[config.mk]
export PLATFORM = sky130hd
export DESIGN_NAME = serial_subtractor
export DESIGN_NICKNAME = d
export VERILOG_FILES = /design/src/rtl/serial_subtractor_pkg.sv /design/src/rtl/serial_subtractor_fs_bit_cell.sv /design/src/rtl/serial_subtractor.sv
export SDC_FILE = /design/constraint.sdc
export NUM_CORES = 1
export LEC_CHECK = 0
export CAP_MARGIN = 15
export CORE_MARGIN = 4
export CORE_UTILIZATION = 50
export DETAILED_ROUTE_END_ITERATION = 8
export PLACE_DENSITY = 0.89
export SLEW_MARGIN = 10
export SYNTH_ARGS = -nofsm -noshare
export SYNTH_HDL_FRONTEND = slang
export SYNTH_SLANG_ARGS = --single-unit
[constraint.sdc]
create_clock -name clk -period 3.54 [get_ports clk]
set_clock_uncertainty 0.05 [all_clocks]
set_input_delay 0.531 -clock clk [delete_from_list [all_inputs] [get_ports clk]]
set_output_delay 0.531 -clock clk [all_outputs]
set_load 0.05 [all_outputs]
[src/rtl/serial_subtractor_pkg.sv]
// serial_subtractor_pkg: shared FSM state type and default width for the bit-serial subtractor
package serial_subtractor_pkg;

    typedef enum logic [1:0] {IDLE, SHIFT, DONE} state_t;

    localparam int WIDTH_DEFAULT = 8;

endpackage

[src/rtl/serial_subtractor_fs_bit_cell.sv]
// fs_bit_cell: one-bit full subtractor, purely combinational
// Ports: a, b, borrow_in -> diff = a ^ b ^ borrow_in, borrow_out = borrow generated or propagated
module fs_bit_cell (
    input  logic a,
    input  logic b,
    input  logic borrow_in,
    output logic diff,
    output logic borrow_out
);

    assign diff       = a ^ b ^ borrow_in;
    assign borrow_out = (~a & b) | (~(a ^ b) & borrow_in);

endmodule

[src/rtl/serial_subtractor.sv]
// serial_subtractor: LSB-first bit-serial a - b over WIDTH cycles with registered result
// Ports: clk, rst_n (sync, active-low), start/a/b request, busy/done status,
//        diff/borrow_out result; ovf (signed overflow) only with SERIAL_SUBTRACTOR_OVF_EN
module serial_subtractor
    import serial_subtractor_pkg::*;
#(
    parameter int WIDTH = WIDTH_DEFAULT
) (
    input  logic             clk,
    input  logic             rst_n,
    input  logic             start,
    input  logic [WIDTH-1:0] a,
    input  logic [WIDTH-1:0] b,
    output logic             busy,
    output logic             done,
    output logic [WIDTH-1:0] diff,
    output logic             borrow_out
`ifdef SERIAL_SUBTRACTOR_OVF_EN
    ,
    output logic             ovf
`endif
);

    localparam int CW = $clog2(WIDTH);

    state_t           r_state, w_next;
    logic [WIDTH-1:0] r_a, r_b, r_acc;
    logic             r_borrow;
    logic [CW-1:0]    r_cnt;
    logic             w_d, w_bo, w_last, w_accept;

    fs_bit_cell u_cell (
        .a          (r_a[0]),
        .b          (r_b[0]),
        .borrow_in  (r_borrow),
        .diff       (w_d),
        .borrow_out (w_bo)
    );

    assign w_last   = r_cnt == CW'(WIDTH - 1);
    assign w_accept = (r_state == IDLE) && start;

    always_ff @(posedge clk) begin
        if (!rst_n) r_state <= IDLE;
        else        r_state <= w_next;
    end

    always_comb begin
        w_next = r_state;
        busy   = r_state != IDLE;
        done   = r_state == DONE;
        if (w_accept)                        w_next = SHIFT;
        else if (r_state == SHIFT && w_last) w_next = DONE;
        else if (r_state == DONE)            w_next = IDLE;
    end

    always_ff @(posedge clk) begin
        if (!rst_n) begin
            r_a        <= '0;
            r_b        <= '0;
            r_acc      <= '0;
            r_borrow   <= 1'b0;
            r_cnt      <= '0;
            diff       <= '0;
            borrow_out <= 1'b0;
`ifdef SERIAL_SUBTRACTOR_OVF_EN
            ovf        <= 1'b0;
`endif
        end else if (w_accept) begin
            r_a      <= a;
            r_b      <= b;
            r_borrow <= 1'b0;
            r_cnt    <= '0;
        end else if (r_state == SHIFT) begin
            r_a      <= r_a >> 1;
            r_b      <= r_b >> 1;
            r_borrow <= w_bo;
            r_acc    <= {w_d, r_acc[WIDTH-1:1]};
            // hold on the last bit so the counter never wraps inside an operation
            r_cnt    <= w_last ? r_cnt : r_cnt + 1'b1;
            if (w_last) begin
                diff       <= {w_d, r_acc[WIDTH-1:1]};
                borrow_out <= w_bo;
`ifdef SERIAL_SUBTRACTOR_OVF_EN
                // on the last bit the operand LSBs are the original sign bits
                ovf        <= (r_a[0] ^ r_b[0]) & (r_a[0] ^ w_d);
`endif
            end
        end
    end

endmodule

# Word-level counts from Yosys, hierarchy flattened
# Cells that the tools add are included.
dict set report word_totals {
  reg_bits 39
  latch_bits 0
  ram_bits 0
  mem_bits_ro 0
  inputBits 19
  output_inout_bits 11
  n_memories 0
}
dict set report op_classes {
  addsub 1
  mul 0
  div 0
  n_lt_le_gt_ge 0
  n_eq_ne 3
  shift 0
  n_mux 7
  bitwise 10
  reduce_logical 11
}
# op count
set ops {}
lappend ops {{$mux W8} 4}
lappend ops {{$reduce_bool A2 Y1} 3}
lappend ops {{$not A1 Y1} 5}
lappend ops {{$mux W2} 2}
lappend ops {{$reduce_and A2 Y1} 2}
lappend ops {{$add A3 B1 Y3 const B} 1}
lappend ops {{$eq A3 B3 Y1 const B} 1}
lappend ops {{$reduce_and A3 Y1} 1}
lappend ops {{$reduce_bool A3 Y1} 1}
lappend ops {{$and A1 B1 Y1} 2}
lappend ops {{$eq A2 B1 Y1 const B} 1}
lappend ops {{$eq A2 B2 Y1 const B} 1}
lappend ops {{$logic_and A1 B1 Y1} 2}
lappend ops {{$logic_not A2 Y1} 1}
lappend ops {{$reduce_or A2 Y1} 1}
lappend ops {{$xor A1 B1 Y1} 2}
lappend ops {{$mux W1} 1}
lappend ops {{$or A1 B1 Y1} 1}

# Logic depth before layout (Yosys ltp)
# Gate-level depths: netlist (run 1).
dict set report depth {
  ltp_word 4
  mapped_depth 5
}

# Hierarchy
# From an unflattened synthesis (run 1), not the netlist that was laid out.
dict set report unflattened {
  cells_unflattened 192
  hier_area_um2 1640.3
}
# mod instances cells_per_inst area_each_um2
set by_module_without_submodules {}
lappend by_module_without_submodules {serial_subtractor 1 188 1609.0}
lappend by_module_without_submodules {fs_bit_cell 1 4 31.3}

# Worst setup path before layout (run 1)
# No wires, ideal clock.
dict set report synth_timing {
  path_type {reg2out}
  start {register r_state[1]}
  end {output done}
  t_arrival_ns 1.218
  t_required_ns 2.959
  slack_ns 1.741
  stages_incl_launch_ff 3
  path_buffers 1
  cell_sequence {dfxtp_1 > buf_4 > nor2b_1}
}
dict set report synth_via {
  elab_chain_len 1
}
# item line_no
set synth_lines {}
lappend synth_lines {{from (decl)} serial_subtractor.sv:26} ;# state_t r_state, w_next;
lappend synth_lines {{from (signal assigned)} serial_subtractor.sv:45} ;# else r_state <= w_next;
lappend synth_lines {{$eq A2 B2 Y1} serial_subtractor.sv:51} ;# done = r_state == DONE;
lappend synth_lines {{to (decl)} serial_subtractor.sv:15} ;# output logic done,
# Every way passes these cells.

# Worst setup path after layout (run 1)
# Same ends and word-level chain as after synthesis.

==> metrics.md, run 1 <==
| Metric | Value |
|---|---|
| Worst EP arrival | between 1500 and 2000 ps |
| H-tree levels | 2 |
| Clock tree root buffer cell | clkbuf_4 |
| CTS max path bufs | 2 |
| Final setup fails | 0 |
| Critical Path Slowest Stage Cell | clkdlybuf4s50_1 |
| Insertion delay to the later sink of the worst-skew pair | approximately 340 ps |
| Clock-pin slew on the worst setup and hold paths | around 110 ps |
| FFs w/ async S/R, synth | 0% |
| Actual slew at the worst max-slew pin | 882.1 ps |
| PortBufs | 29 |
| Post-synth EDFFs | 0 |
| Total number of vias | approximately 1,400 |
| Vias per inst | 5.250 |
| Pwr per Cell Area | 432.7 nW/µm² |
| Number of unique standard cell types used by synthesis | 28 |
| Syn Area/Cell | 8.363 µm² |
| Synth Instances | 190 |
| Core area | roughly 3100 µm² |
| Filler cell count in the final layout | approximately 270 |
| Gr usage total | between 10% and 20% |
| Synth Warn # | 0 |
| Synth-to-Final Area Change | 22.68% |
| Final Total Pwr | 843.6 µW |
| Period utilisation layout | approximately 70% |
| DRC viols | 0 |
| Detail Placement HPWL | 2052 µm |
| Ratio of cells with drive above 1 in the final layout | roughly a tenth |
| Count leader, synth | a21oi_1 |
| Largest net degree at the start of global routing | 24 |
| Post-CTS sizing | 0 |
| Die area | just over 4000 µm² |
| Max Clock Freq | roughly 400 MHz |
| Routed WL | between 3000 and 4000 µm |
| IO Pins | 30 |
| Rows | 20 |
| # hold bufs at CTS | 0 |
| Sink count of the clock tree | 38 |
| Max Cap Viol | 0 |
| Area contributors post-synth | dfxtp_1 48%, a21oi_1 14%, nand2_1 9.4%, o21ai_2 3.9%, nand3_1 3.1% |
| Post-Syn Area | approximately 1600 µm² |
| P_leak | 0.6945 nW |
| Max rail drop VDD | approximately 0.29 mV |
| Initial antenna violation count | 0 |
| Placed Instance Area | 1871 µm² |
| Gr ovfl total | 0 |
| CP max FO | 12 |
| Worst path cell trace | nor2b_1 > clkdlybuf4s50_1 |
| CTS tree | built |
| Max Slew Vio Count | 0 |
| Top cell type's share of synthesized area | between 40 and 50% |
| Overall die width | ~64 µm |
| Dominant cell type by area after synthesis | dfxtp_1 |
| Syn_nets | 212 |
| Crit path time final | ~2500 ps |
| CTS buffer count | 5 |
| # diodes | 0 |
| Required time of the critical path | slightly below 3000 ps |
| Sequential element share of the synthesized area | a little under half |
| Most common library cells after synthesis | 45 x a21oi_1, 40 x nand2_1, 38 x dfxtp_1, 10 x nand3_1 |
| Min-delay worst type | reg2reg |
| CP Capture Type | primary output |
| Post-route ant nets | 0 |
| Crit path launch type | register |
| Status | complete, no violations |
| CP Class | reg2out |
| Nets | between 200 and 250 |
| Design area | 1949 µm² |
| Post-CTS setup buffers | 0 |
| Seq cells post-synth | 38 |
| RSZ-0062 raised after global routing | no |
| Setup_tns | 0 ps |
| First-pass GRT wire length | 5154 µm |
| Initial DRC count | 83 |
| Wire length per cell | ~12 µm |
| CP max stage delay | ~800 ps |
| Max-slew headroom | 40.94% |
| Final number of hold-violating endpoints | 0 |
| Initial core utilization | between 50% and 60% |
| Drt pass-1 iters | 6 |
| Ys flop type | dfxtp_1 |
| Vias in the first global route | between 1,000 and 1,500 |
| Chip Height | between 60 and 70 µm |
| GPL Wtd Cong | approximately 0.75 |
-- state kept, by name, summed over array words and instances, names as in the netlist --
| name | flops |
|---|---|
| r_borrow | 1 |
| r_state | 2 |
| r_a | 8 |
| borrow_out | 1 |
| r_acc | 7 |
| diff | 8 |
| r_cnt | 3 |
| r_b | 8 |
-- layer usage --
layer / part of all wire [%] / vias up / global-route usage, %
li1: - / 701 / -
met1: 44 / 628 / 19.17
met2: 49 / 28 / 25.26
met3: 4.7 / 8 / 3.866
met4: 1.9 / 0 / 10.03
met5: 0 / - / 0
-- critical path: cells and delay by family, from the launching register on --
kind / cells / cell delay [ps]
buf+inv: 1 / 800
flops: 1 / 590
simple gates: 1 / 180
-- cell usage in the layout, fill, tap and decap left out, drive strengths merged, types with 2 or more instances in the layout --
cell type / instances
nor2b: 4
nand2: 40
o221a: 2
nor3b: 2
buf: 2
a21oi: 45
nor2: 7
dfxtp: 38
ha: 2
o21ai: 14
inv: 2
clkbuf: 8
nand3: 10
clkdlybuf4s50: 29
-- logic make-up after synthesis --
| group | Yosys count | share of synthesized area [%] |
|---|---|---|
| compound gates | 65 | 23.70 |
| xor+xnor | 1 | 0.5513 |
| fa+ha+maj | 3 | 2.834 |
| buf+inv | 16 | 5.670 |
| flops | 38 | 47.87 |
| simple gates | 67 | 19.37 |
-- power breakdown --
part,switching [mW],internal (mW)
sequential,0.0139,0.448
combinational,0.0587,0.0491
clock,0.138,0.136
total,0.211,0.632
-- final timing paths --
path | from | to | slack [ps] | cells after the start
worst min-delay path | r_b[6] | r_b[5] | 410 | 2
worst max register to register | r_state[0] | r_a[6] | 1660 | 4
worst max-delay path | r_state[1] | done | 1050 | 2
worst min register to register | r_b[6] | r_b[5] | 410 | 2
-- layout make-up --
class | count | area (µm²) | area share (%)
Clock buffer | 8 | 78.83 | 4.044
Tap cell | 44 | 55.05 | 2.824
Inverter | 3 | 11.26 | 0.5777
Timing Repair Buffer | 31 | 305.3 | 15.66
Multi-Input combinational cell | 136 | 738.2 | 37.87
Sequential cell | 38 | 760.7 | 39.02
-- metrics by stage --
step | util (%) | hold slack [ps] | instances | setup slack (ps)
floorplan | - | 378.2 | 190 | 1741
global placement | 61.27 | 385.4 | 252 | 1369
detailed placement | 61.27 | 388.5 | 252 | 1317
CTS | 63.85 | 408.6 | 260 | 1032
global route | 63.85 | 423.8 | 260 | 928.2
finish | 63.85 | 408.2 | 260 | 1051
No activity file was read; power rests on OpenSTA's default activity.
==> run 2: changes to the inputs <==
- CORE_UTILIZATION: 50 -> 46
- PLACE_DENSITY: 0.89 -> 0.87
- clock period: 3.54 -> 2.1 ns (I/O delays scaled with it)
==> metrics.md, run 2 (synthesis gave the netlist of run 1 again) <==
| Metric | Value |
|---|---|
| Placed Instance Area | 1921 µm² (was 1871 µm²) |
| Max Slew Vio Count | 0 (unchanged) |
| Fin Hold WS | 407.4 ps (was 408.2 ps) |
| Met3 GRT Util | 6.071% (was 3.866%) |
| Crit path time final | 1868 ps |
| Max Cap Viol | 0 (unchanged) |
| PortBufs | 29 (unchanged) |
| Sequential share of power | 56.5% (was 54.7%) |
| Actual slew at the worst max-slew pin | 491.8 ps (was 882.1 ps) |
| IO Pins | 30 (unchanged) |
| Initial antenna violation count | 0 (unchanged) |
| Worst r2r path cells | 5 (was 4) |
| Post-route ant nets | 0 (unchanged) |
| Min-delay worst type | reg2reg (unchanged) |
| CP max FO | 2 (was 12) |
| Period utilisation layout | roughly nine tenths |
| Vias in the first global route | 1,253 (was 1,198) |
| Sink count of the clock tree | 38 (unchanged) |
| P_leak | 0.7219 nW (was 0.6945 nW) |
| Crit path launch type | register (unchanged) |
| CP Class | reg2out (unchanged) |
| Detail Placement HPWL | 2124 µm (was 2052 µm) |
| Overall die width | 66.78 µm (was 64.38 µm) |
| Nets | 244 (was 237) |
| Gr ovfl total | 0 (unchanged) |
| Initial DRC count | 90 (was 83) |
| H-tree levels | 2 (unchanged) |
| Largest net degree at the start of global routing | 24 (unchanged) |
| DRC viols | 0 (unchanged) |
| RSZ-0062 raised after global routing | no (unchanged) |
| Synth-to-Final Area Change | 24.88% (was 22.68%) |
| Internal power of the cells | 1.008 mW (was 632.5 µW) |
| Gr usage total | 16.06% (was 15.92%) |
| Max Clock Freq | ~540 MHz |
| Hold Crit Start | r_a[5] (was r_b[6]) |
| CTS buffer count | 5 (unchanged) |
| Area occupied by multi-input gates | 738.2 µm² (unchanged) |
| Worst path top cell family by delay | buffers and inverters (unchanged) |
| CP Capture Type | primary output (unchanged) |
| Reg area | 760.7 µm² (unchanged) |
| # hold bufs at CTS | 0 (unchanged) |
| Most common cell after layout, fill and taps aside | a21oi_1 (unchanged) |
| Insertion delay to the later sink of the worst-skew pair | 350 ps (was 340 ps) |
| Pwr per Cell Area | 695.1 nW/µm² (was 432.7 nW/µm²) |
| Setup_tns | 0 ps (unchanged) |
| Required time of the critical path | 1740 ps (was 2960 ps) |
| Status | complete, no violations (unchanged) |
| Critical Path Slowest Stage Cell | clkdlybuf4s50_1 (unchanged) |
| Vias per inst | 5.167 (was 5.250) |
| CTS tree | built (unchanged) |
| NetSw | 371.3 µW (was 211.1 µW) |
| Post-CTS setup buffers | 0 (unchanged) |
| Clock-pin slew on the worst setup and hold paths | 110 ps (about the same) |
| Chip Height | 66.78 µm (was 64.38 µm) |
| Total number of vias | 1,390 (was 1,365) |
| Initial core utilization | 47.62% (was 52.05%) |
| Switching Fraction | 26.91% (was 25.02%) |
| Clock tree root buffer cell | clkbuf_4 (unchanged) |
| Rows | 21 (was 20) |
| Clock power frac | 29.3% (was 32.5%) |
| Busiest grt layer | met2 (unchanged) |
| Most frequent cells in the layout | 45 x a21oi_1, 40 x nand2_1, 38 x dfxtp_1 (unchanged) |
| Met1 Usage GRT | 17.60% (was 19.17%) |
| Reg2reg setup slack | 450 ps (was 1660 ps) |
| # diodes | 0 (unchanged) |
| Biggest regs | diff (8), r_a (8), r_b (8) (unchanged) |
| Max-slew headroom | 67.11% (was 40.94%) |
| CP max stage delay | 800 ps (about the same) |
| GPL Wtd Cong | 0.7428 (was 0.7522) |
| Final setup fails | 0 (unchanged) |
| Worst path cell trace | clkdlybuf4s50_1 (was nor2b_1 > clkdlybuf4s50_1) |
| Routing usage on met2 | 26.98% (was 25.26%) |
| Ratio of cells with drive above 1 in the final layout | 14.35% (was 10.65%) |
| Routed WL | 3215 µm (was 3096 µm) |
| Max rail drop VDD | 0.3561 mV (was 0.2856 mV) |
| Drt pass-1 iters | 5 (was 6) |
| Final number of hold-violating endpoints | 0 (unchanged) |
| Wire length per cell | 11.95 µm (was 11.91 µm) |
| CTS max path bufs | 2 (unchanged) |
| Design area | 1984 µm² (was 1949 µm²) |
| Gate power share | 14.2% (was 12.8%) |
| Post-CTS sizing | 0 (unchanged) |
| First-pass GRT wire length | 5347 µm (was 5154 µm) |
| Die area | 4459 µm² (was 4144 µm²) |
| Core area | 3337 µm² (was 3053 µm²) |
| Number of buffers and inverters on the critical path | 1 (unchanged) |
| Worst EP arrival | 1500 ps (was 1910 ps) |
| Hold path cells | 2 (unchanged) |
| Reg-to-Reg Start | r_state[0] (unchanged) |
| Filler cell count in the final layout | 324 (was 267) |
| WHS Endpoint | r_a[4] (was r_b[5]) |
| RR Endpoint | r_a[6] (unchanged) |
==> run 2: per-stage QoR <==
step	std cells	util (%)	total power, mW	setup slack, ps
floorplan	190	-	0.9185	516.9
global placement	261	57.56	0.9849	320.5
detailed placement	261	57.56	0.9887	231.4
CTS	269	59.47	1.389	204.3
global route	269	59.47	1.446	141.8
finish	269	59.47	1.379	232.3
==> run 2: layer usage <==
metal | wire [µm] | vias to the layer above
li1 | - | 712
met1 | 1405 | 635
met2 | 1569 | 37
met5 | 0 | -
met4 | 43 | 0
met3 | 197 | 6
==> run 2: how the worst max path moves through the flow <==
stage | start | slack, ps | cells after the start | end
after floorplan | r_state[1] | 520 | 2 | done
after global placement | start | 320 | 5 | r_borrow
after detailed placement | start | 230 | 5 | r_a[6]
after CTS | diff[4] | 200 | 1 | diff[4]
after global routing | diff[4] | 140 | 1 | diff[4]
final | diff[4] | 230 | 1 | diff[4]
==> run 2: cell type report <==
cell class / instances / area share, %
multi-input cells: 136 / 37.20
clock inverters: 2 / 0.6305
flip-flops and latches: 38 / 38.34
inverters: 3 / 0.5675
repair buffers: 38 / 17.78
clock buffers: 6 / 2.585
well taps: 46 / 2.900
==> run 2: power by group through the flow <==
stage | registers (mW) | logic [mW] | clock network [mW]
after floorplan | 0.786 | 0.133 | 0
after CTS | 0.778 | 0.196 | 0.415
after global routing | 0.784 | 0.218 | 0.444
after global placement | 0.793 | 0.192 | 0
final | 0.779 | 0.196 | 0.404
after detailed placement | 0.794 | 0.195 | 0
